[config.mk]
export PLATFORM = sky130hd
export DESIGN_NAME = sram_like_arbiter_flat
export DESIGN_NICKNAME = d
export VERILOG_FILES = /design/src/rtl/sram_like_arbiter_pkg.sv /design/src/rtl/sram_like_arbiter_if.sv /design/src/rtl/sram_like_order_fifo.sv /design/src/rtl/sram_like_arbiter.sv /design/src/flat_wrapper.sv
export SDC_FILE = /design/constraint.sdc
export NUM_CORES = 1
export LEC_CHECK = 0
export CAP_MARGIN = 20
export CORE_AREA = 2 2 114 116
export DETAILED_ROUTE_END_ITERATION = 8
export DIE_AREA = 0 0 116 118
export SETUP_SLACK_MARGIN = 0.3
export SYNTH_ARGS = -nofsm -noshare
export SYNTH_HDL_FRONTEND = slang
export SYNTH_SLANG_ARGS = --single-unit
[constraint.sdc]
create_clock -name clk -period 3 [get_ports clk]
set_input_delay 0.45 -clock clk [delete_from_list [all_inputs] [get_ports clk]]
set_output_delay 0.45 -clock clk [all_outputs]
set_load 0.01 [all_outputs]
[src/rtl/sram_like_arbiter_pkg.sv]
// Shared encodings for the sram-like arbiter slice: transfer sizes, FSM states, index widths.
// No logic; constants and a width helper only.
// No flow control of its own.
package sram_like_arbiter_pkg;

    localparam logic [1:0] SZ_BYTE = 2'd0;
    localparam logic [1:0] SZ_HALF = 2'd1;
    localparam logic [1:0] SZ_WORD = 2'd2;

    // Index width that never collapses to zero bits for single-entry ranges.
    function automatic int idx_w(input int n);
        return (n > 1) ? $clog2(n) : 1;
    endfunction

    typedef enum logic {
        ST_IDLE   = 1'b0,
        ST_LOCKED = 1'b1
    } arb_state_t;

endpackage

[src/rtl/sram_like_arbiter_if.sv]
// Flattened N-master sram-like request/response bundle plus the single slave-side port.
// Wires only, no latency.
// slave modport is the arbiter's view; master modport is the CPU/bridge environment.
interface sram_like_arbiter_if #(
    parameter int NUM_MASTERS = 2,
    parameter int ADDR_W      = 32,
    parameter int DATA_W      = 32
);
    logic [NUM_MASTERS-1:0]            m_req;
    logic [NUM_MASTERS-1:0]            m_wr;
    logic [2*NUM_MASTERS-1:0]          m_size;
    logic [(DATA_W/8)*NUM_MASTERS-1:0] m_wstrb;
    logic [ADDR_W*NUM_MASTERS-1:0]     m_addr;
    logic [DATA_W*NUM_MASTERS-1:0]     m_wdata;
    logic [NUM_MASTERS-1:0]            m_addr_ok;
    logic [NUM_MASTERS-1:0]            m_data_ok;
    logic [DATA_W-1:0]                 m_rdata;

    logic                              s_req;
    logic                              s_wr;
    logic [1:0]                        s_size;
    logic [DATA_W/8-1:0]               s_wstrb;
    logic [ADDR_W-1:0]                 s_addr;
    logic [DATA_W-1:0]                 s_wdata;
    logic                              s_addr_ok;
    logic                              s_data_ok;
    logic [DATA_W-1:0]                 s_rdata;

    modport slave (
        input  m_req, m_wr, m_size, m_wstrb, m_addr, m_wdata,
        output m_addr_ok, m_data_ok, m_rdata,
        output s_req, s_wr, s_size, s_wstrb, s_addr, s_wdata,
        input  s_addr_ok, s_data_ok, s_rdata
    );

    modport master (
        output m_req, m_wr, m_size, m_wstrb, m_addr, m_wdata,
        input  m_addr_ok, m_data_ok, m_rdata,
        input  s_req, s_wr, s_size, s_wstrb, s_addr, s_wdata,
        output s_addr_ok, s_data_ok, s_rdata
    );
endinterface

[src/rtl/sram_like_order_fifo.sv]
// Order FIFO holding the master index of each accepted request, oldest at the head.
// Head visible combinationally; push/pop take effect at the next clock.
// Push ignored when full, pop ignored when empty; no bypass when full.
module sram_like_order_fifo
    import sram_like_arbiter_pkg::*;
#(
    parameter int DEPTH = 4,
    parameter int WIDTH = 1
) (
    input  logic                         clk,
    input  logic                         reset,
    input  logic                         push,
    input  logic [WIDTH-1:0]             push_dat,
    input  logic                         pop,
    output logic [WIDTH-1:0]             pop_dat,
    output logic                         full,
    output logic                         empty,
    output logic [$clog2(DEPTH+1)-1:0]   count
);
    localparam int PTR_W = idx_w(DEPTH);
    localparam int CNT_W = $clog2(DEPTH+1);

    logic [WIDTH-1:0] mem [DEPTH];
    logic [PTR_W-1:0] wr_ptr;
    logic [PTR_W-1:0] rd_ptr;
    logic             do_push;
    logic             do_pop;

    assign full    = (count == CNT_W'(DEPTH));
    assign empty   = (count == '0);
    assign do_push = push && !full;
    assign do_pop  = pop && !empty;
    assign pop_dat = mem[rd_ptr];

    function automatic logic [PTR_W-1:0] ptr_inc(input logic [PTR_W-1:0] p);
        return (p == PTR_W'(DEPTH-1)) ? '0 : p + 1'b1;
    endfunction

    always_ff @(posedge clk) begin
        if (reset) begin
            wr_ptr <= '0;
            rd_ptr <= '0;
            count  <= '0;
        end else begin
            if (do_push) wr_ptr <= ptr_inc(wr_ptr);
            if (do_pop)  rd_ptr <= ptr_inc(rd_ptr);
            if (do_push && !do_pop)      count <= count + 1'b1;
            else if (!do_push && do_pop) count <= count - 1'b1;
        end
    end

    always_ff @(posedge clk) begin
        if (do_push) mem[wr_ptr] <= push_dat;
    end

endmodule

[src/rtl/sram_like_arbiter.sv]
// N-master to 1-slave sram-like arbiter, in-order response routing; SRAM_ARB_RR_EN selects round-robin.
// Zero latency: addr_ok/data_ok and slave fields are combinational from the current cycle.
// s_req held low once MAX_OUTSTANDING are in flight; a stalled grant is locked until accepted.
module sram_like_arbiter
    import sram_like_arbiter_pkg::*;
#(
    parameter int NUM_MASTERS     = 2,
    parameter int MAX_OUTSTANDING = 4,
    parameter int ADDR_W          = 32,
    parameter int DATA_W          = 32
) (
    input  logic                                   clk,
    input  logic                                   reset,
    sram_like_arbiter_if.slave                     bus,
    output logic [$clog2(MAX_OUTSTANDING+1)-1:0]   outstanding,
    output logic                                   err_unexp
);
    localparam int IDX_W  = idx_w(NUM_MASTERS);
    localparam int STRB_W = DATA_W/8;

    arb_state_t       state;
    logic [IDX_W-1:0] lock_idx;
    logic [IDX_W-1:0] arb_idx;
    logic [IDX_W-1:0] grant;
    logic [IDX_W-1:0] head_idx;
    logic             can_issue;
    logic             accept;
    logic             resp;
    logic             fifo_full;
    logic             fifo_empty;

`ifdef SRAM_ARB_RR_EN
    logic [IDX_W-1:0] rr_ptr;
    logic             arb_found;

    always_comb begin
        arb_idx   = '0;
        arb_found = 1'b0;
        for (int i = 0; i < NUM_MASTERS; i++) begin
            if (!arb_found && bus.m_req[(int'(rr_ptr) + i) % NUM_MASTERS]) begin
                arb_found = 1'b1;
                arb_idx   = IDX_W'((int'(rr_ptr) + i) % NUM_MASTERS);
            end
        end
    end

    always_ff @(posedge clk) begin
        if (reset)       rr_ptr <= '0;
        else if (accept) rr_ptr <= (grant == IDX_W'(NUM_MASTERS-1)) ? '0 : grant + 1'b1;
    end
`else
    always_comb begin
        arb_idx = '0;
        for (int i = NUM_MASTERS-1; i >= 0; i--) begin
            if (bus.m_req[i]) arb_idx = IDX_W'(i);
        end
    end
`endif

    assign can_issue = !fifo_full;
    assign grant     = (state == ST_LOCKED) ? lock_idx : arb_idx;
    assign bus.s_req = can_issue && ((state == ST_LOCKED) ? bus.m_req[lock_idx] : |bus.m_req);
    assign accept    = bus.s_req && bus.s_addr_ok;
    assign resp      = bus.s_data_ok && !fifo_empty;

    assign bus.s_wr    = bus.m_wr[grant];
    assign bus.s_size  = bus.m_size[int'(grant)*2 +: 2];
    assign bus.s_wstrb = bus.m_wstrb[int'(grant)*STRB_W +: STRB_W];
    assign bus.s_addr  = bus.m_addr[int'(grant)*ADDR_W +: ADDR_W];
    assign bus.s_wdata = bus.m_wdata[int'(grant)*DATA_W +: DATA_W];
    assign bus.m_rdata = bus.s_rdata;

    always_comb begin
        bus.m_addr_ok = '0;
        bus.m_data_ok = '0;
        for (int i = 0; i < NUM_MASTERS; i++) begin
            bus.m_addr_ok[i] = accept && (int'(grant) == i);
            bus.m_data_ok[i] = resp && (int'(head_idx) == i);
        end
    end

    // Lock holds the grant stable while the slave stalls so fields cannot change mid-request.
    always_ff @(posedge clk) begin
        if (reset) begin
            state     <= ST_IDLE;
            lock_idx  <= '0;
            err_unexp <= 1'b0;
        end else begin
            if (bus.s_data_ok && fifo_empty) err_unexp <= 1'b1;
            case (state)
                ST_IDLE: begin
                    if (bus.s_req && !bus.s_addr_ok) begin
                        state    <= ST_LOCKED;
                        lock_idx <= arb_idx;
                    end
                end
                ST_LOCKED: begin
                    if (accept || !bus.m_req[lock_idx]) state <= ST_IDLE;
                end
                default: state <= ST_IDLE;
            endcase
        end
    end

    sram_like_order_fifo #(
        .DEPTH (MAX_OUTSTANDING),
        .WIDTH (IDX_W)
    ) u_order_fifo (
        .clk      (clk),
        .reset    (reset),
        .push     (accept),
        .push_dat (grant),
        .pop      (resp),
        .pop_dat  (head_idx),
        .full     (fifo_full),
        .empty    (fifo_empty),
        .count    (outstanding)
    );

endmodule
[src/flat_wrapper.sv]
// flat-port wrapper written by rule: the top's interface ports become plain ports
module sram_like_arbiter_flat import sram_like_arbiter_pkg::*;
#(
    parameter int NUM_MASTERS     = 2,
    parameter int MAX_OUTSTANDING = 4,
    parameter int ADDR_W          = 32,
    parameter int DATA_W          = 32
)
  (clk, reset, outstanding, err_unexp, bus_m_req, bus_m_wr, bus_m_size, bus_m_wstrb, bus_m_addr, bus_m_wdata, bus_m_addr_ok, bus_m_data_ok, bus_m_rdata, bus_s_req, bus_s_wr, bus_s_size, bus_s_wstrb, bus_s_addr, bus_s_wdata, bus_s_addr_ok, bus_s_data_ok, bus_s_rdata);
  sram_like_arbiter_if #(.NUM_MASTERS(NUM_MASTERS), .ADDR_W(ADDR_W), .DATA_W(DATA_W)) bus_i ();
  input  logic clk;
  input  logic reset;
  output logic [$clog2(MAX_OUTSTANDING+1)-1:0] outstanding;
  output logic err_unexp;
  input wire logic [$bits(bus_i.m_req)-1:0] bus_m_req;
  input wire logic [$bits(bus_i.m_wr)-1:0] bus_m_wr;
  input wire logic [$bits(bus_i.m_size)-1:0] bus_m_size;
  input wire logic [$bits(bus_i.m_wstrb)-1:0] bus_m_wstrb;
  input wire logic [$bits(bus_i.m_addr)-1:0] bus_m_addr;
  input wire logic [$bits(bus_i.m_wdata)-1:0] bus_m_wdata;
  output wire logic [$bits(bus_i.m_addr_ok)-1:0] bus_m_addr_ok;
  output wire logic [$bits(bus_i.m_data_ok)-1:0] bus_m_data_ok;
  output wire logic [$bits(bus_i.m_rdata)-1:0] bus_m_rdata;
  output wire logic [$bits(bus_i.s_req)-1:0] bus_s_req;
  output wire logic [$bits(bus_i.s_wr)-1:0] bus_s_wr;
  output wire logic [$bits(bus_i.s_size)-1:0] bus_s_size;
  output wire logic [$bits(bus_i.s_wstrb)-1:0] bus_s_wstrb;
  output wire logic [$bits(bus_i.s_addr)-1:0] bus_s_addr;
  output wire logic [$bits(bus_i.s_wdata)-1:0] bus_s_wdata;
  input wire logic [$bits(bus_i.s_addr_ok)-1:0] bus_s_addr_ok;
  input wire logic [$bits(bus_i.s_data_ok)-1:0] bus_s_data_ok;
  input wire logic [$bits(bus_i.s_rdata)-1:0] bus_s_rdata;
  assign bus_i.m_req = bus_m_req;
  assign bus_i.m_wr = bus_m_wr;
  assign bus_i.m_size = bus_m_size;
  assign bus_i.m_wstrb = bus_m_wstrb;
  assign bus_i.m_addr = bus_m_addr;
  assign bus_i.m_wdata = bus_m_wdata;
  assign bus_m_addr_ok = bus_i.m_addr_ok;
  assign bus_m_data_ok = bus_i.m_data_ok;
  assign bus_m_rdata = bus_i.m_rdata;
  assign bus_s_req = bus_i.s_req;
  assign bus_s_wr = bus_i.s_wr;
  assign bus_s_size = bus_i.s_size;
  assign bus_s_wstrb = bus_i.s_wstrb;
  assign bus_s_addr = bus_i.s_addr;
  assign bus_s_wdata = bus_i.s_wdata;
  assign bus_i.s_addr_ok = bus_s_addr_ok;
  assign bus_i.s_data_ok = bus_s_data_ok;
  assign bus_i.s_rdata = bus_s_rdata;
  sram_like_arbiter #(.NUM_MASTERS(NUM_MASTERS), .MAX_OUTSTANDING(MAX_OUTSTANDING), .ADDR_W(ADDR_W), .DATA_W(DATA_W)) u_core (.clk(clk), .reset(reset), .bus(bus_i), .outstanding(outstanding), .err_unexp(err_unexp));
endmodule
==> results.sh <==
export IMPL_clock_root_buffer="clkbuf_16"
export IMPL_hold_depth=2
export IMPL_ir_drop_mv=0.189
export IMPL_utilization_pct=35.5
export IMPL_syn2layout_area_growth_pct=127
export IMPL_rrSetupSlack_ps=590
export IMPL_hpwl_um=7890
export IMPL_period_needed_ps=2640
export IMPL_wl_um=9350
export IMPL_multiInputGateArea_sq_mm=0.00124
export IMPL_antenna_found_initial=2
export IMPL_ys_warn_count=0
export IMPL_drc=0
export IMPL_power_internal_mw=1.06
export IMPL_dp_cells=551
export IMPL_cp_arrival_ps=2190
export IMPL_synthArstFlopShare_pct=0
export IMPL_synth_ff_type="dfxtp_1"
export IMPL_cp_required_ps=2550
export IMPL_grt_pass1_wl_um=13500
export IMPL_end_kind="output port"
export IMPL_switchingPower_mw=0.498
export IMPL_synth_nets=372
export IMPL_fp_dieW_um=116
export IMPL_fin_nets=581
export IMPL_hold_viol_final=0
export IMPL_grt_setup_unrepaired="yes"
export IMPL_synth_seq_cells=16
export IMPL_core_rowCount=41
export IMPL_netSwitchingFraction_pct=32.1
export IMPL_slew_headroom_pct=66.3
export IMPL_cts_tree="done"
export IMPL_synth_sequential_area_ratio_pct=18.5
export IMPL_dieArea_sq_mm=0.0137
export IMPL_synth_top_area_share_pct=36.5
export IMPL_p_seq_share_pct=21.0
export IMPL_hp_class="reg -> reg"
export IMPL_crit_reg2reg_launch="u_core.u_order_fifo.count[0]"
export IMPL_clk_pin_slew_worst_paths_ps=50
export IMPL_pwr_density_cell_mw_per_mm2=353
export IMPL_fin_crit_sh_pct=87.9
export IMPL_synth_largest_area_cell="mux2_2"
export IMPL_finalInstanceArea_sq_mm=0.00441
export IMPL_diodes=0
export IMPL_first_global_vias=2402
export IMPL_drv_slew=0
export IMPL_layout_commonest_cell="clkdlybuf4s50_1"
export IMPL_grt_start_max_net_pins=17
export IMPL_fin_cells=565
export IMPL_combPwrFrac_pct=62.4
export IMPL_ant_nets=0
export IMPL_num_vias=2194
export IMPL_die_y_um=118
export IMPL_worstSetupStartpointType="primary input"
export IMPL_numCtsBuffers=3
export IMPL_r2r_worst_path_cells=9
export IMPL_crit_fanout=11
export IMPL_io_pins=292
export IMPL_detail_route_vias_per_cell=3.88
export IMPL_hold_end="u_core.err_unexp"
export IMPL_register_area_sq_um=360
export IMPL_syn_area_per_cell_sq_um=10.5
export IMPL_core_sq_mm=0.0124
export IMPL_setup_viol=0
export IMPL_synth_cell_type_count=31
export IMPL_worstSetupPathType="in -> out"
export IMPL_cts_buffer_depth=2
export IMPL_tns_ps=0
export IMPL_grt_overflow_total=0
export IMPL_clock_latency_ps=240
export IMPL_start_util_pct=15.7
export IMPL_skew_ps=2.89
export IMPL_total_power_mw=1.55
export IMPL_fill_cells=1282
export IMPL_worstMarginPinSlew_ps=503
export IMPL_wl_per_cell_um=16.6
export IMPL_drv_cap=0
export IMPL_drt_pass1_iterations=4
export IMPL_drt_iter0_drc=26
export IMPL_outcome="complete, no violations"
export IMPL_postPlaceCellArea_sq_mm=0.00420
export IMPL_portBuffers=227
export IMPL_place_congestion=0.827
export IMPL_clkPwrFrac_pct=16.6
export IMPL_synth_cells=185
export IMPL_h_tree_depth=1
export IMPL_timing_fmax_ghz=0.379
export IMPL_synth_edff_count=4
export IMPL_synth_area_sq_mm=0.00194
export IMPL_grt_use_total_pct=12.9
export IMPL_synth_area_leaders="mux2_2 37%, dfxtp_1 12%, buf_4 12%"
export IMPL_drive_gt1_share_pct=24.9
export IMPL_r2r_end="u_core.u_order_fifo.count[2]"
export IMPL_p_leak_nw=1.98
export IMPL_layout_common_cells="160 x clkdlybuf4s50_1, 63 x mux2_2, 45 x dlygate4sd2_1"
export IMPL_holdCritStartpoint="u_core.err_unexp"
export IMPL_cts_sinks=16
==> repair_timing <==
action,4_1_cts,5_1_grt
resized for setup,49,22
setup buffers,8,0
hold buffers,0,0
cloned,2,0
hold endpoints to repair,0,0
setup endpoints to repair,74,23
==> synthesized netlist by cell type (2+ instances only) <==
library cell and count:
inv_1 5, buf_6 7, dfxtp_1 12, ha_1 6, or3_1 2, mux2_2 63
buf_4 32, a21oi_1 5, nand3_1 2, and3_1 4, o21ai_0 3, nor3_1 5
mux2i_1 3, xor2_1 2, nor2_1 8, edfxtp_1 4, mux2_4 8
==> worst max-delay path, stage by stage <==
cell	delay, ps
dlygate4sd2_1	290
nor3b_4	220
a21oi_4	50
buf_6	140
buf_6	120
buf_16	140
mux2_4	290
clkdlybuf4s50_1	480
==> routing by layer <==
| layer | vias to the layer above | global-route usage [%] | share of wire, % |
|---|---|---|---|
| li1 | 1052 | - | - |
| met2 | 134 | 23.0 | 51 |
| met1 | 1000 | 15.2 | 40 |
| met3 | 8 | 3.96 | 8.6 |
| met4 | 0 | 2.68 | 1.2 |
| met5 | - | 0 | 0 |
==> how the worst max path moves through the flow <==
| stage | start | to | slack [ps] |
|---|---|---|---|
| after global placement | bus_m_req[1] | bus_s_wdata[27] | 30 |
| after global routing | bus_m_req[0] | bus_s_wdata[3] | 290 |
| after CTS | bus_m_req[1] | bus_s_addr[11] | 300 |
| final | bus_m_req[0] | bus_s_wdata[3] | 360 |
| after detailed placement | bus_m_req[1] | bus_s_wdata[27] | 20 |
| after floorplan | u_core.u_order_fifo.count[0] | u_core.u_order_fifo.count[2] | 660 |
==> power by group through the flow <==
stage	combinational [mW]	sequential, mW	clock (mW)
5_1_grt	1.05	0.336	0.274
6_report	0.971	0.327	0.257
2_1_floorplan	0.479	0.329	0
3_5_place_dp	0.990	0.332	0
3_3_place_gp	0.979	0.326	0
4_1_cts	0.995	0.329	0.265
==> kinds of logic after synthesis <==
group,Yosys count,share of synthesized area (%)
buffers and inverters,46,17.8
multiplexers,75,45.4
AND/OR/NAND/NOR,25,7.15
XOR/XNOR,2,0.902
adder cells (fa/ha/maj),7,4.89
flip-flops,16,18.5
AO/OA/AOI/OAI,14,5.28
==> per-stage QoR <==
stage	hold slack [ps]	setup slack, ps
2_1_floorplan	487	664
3_3_place_gp	449	32.6
3_5_place_dp	464	17.3
4_1_cts	475	300
5_1_grt	518	295
6_report	470	362
==> layout make-up <==
cell class | instances | share of cell area [%]
flip-flops and latches | 16 | 8.17
repair buffers | 244 | 56.4
clock inverters | 1 | 0.0851
well taps | 172 | 4.88
clock buffers | 3 | 1.70
multi-input cells | 123 | 28.2
inverters | 6 | 0.539
Power figures use the tool's default switching activity.
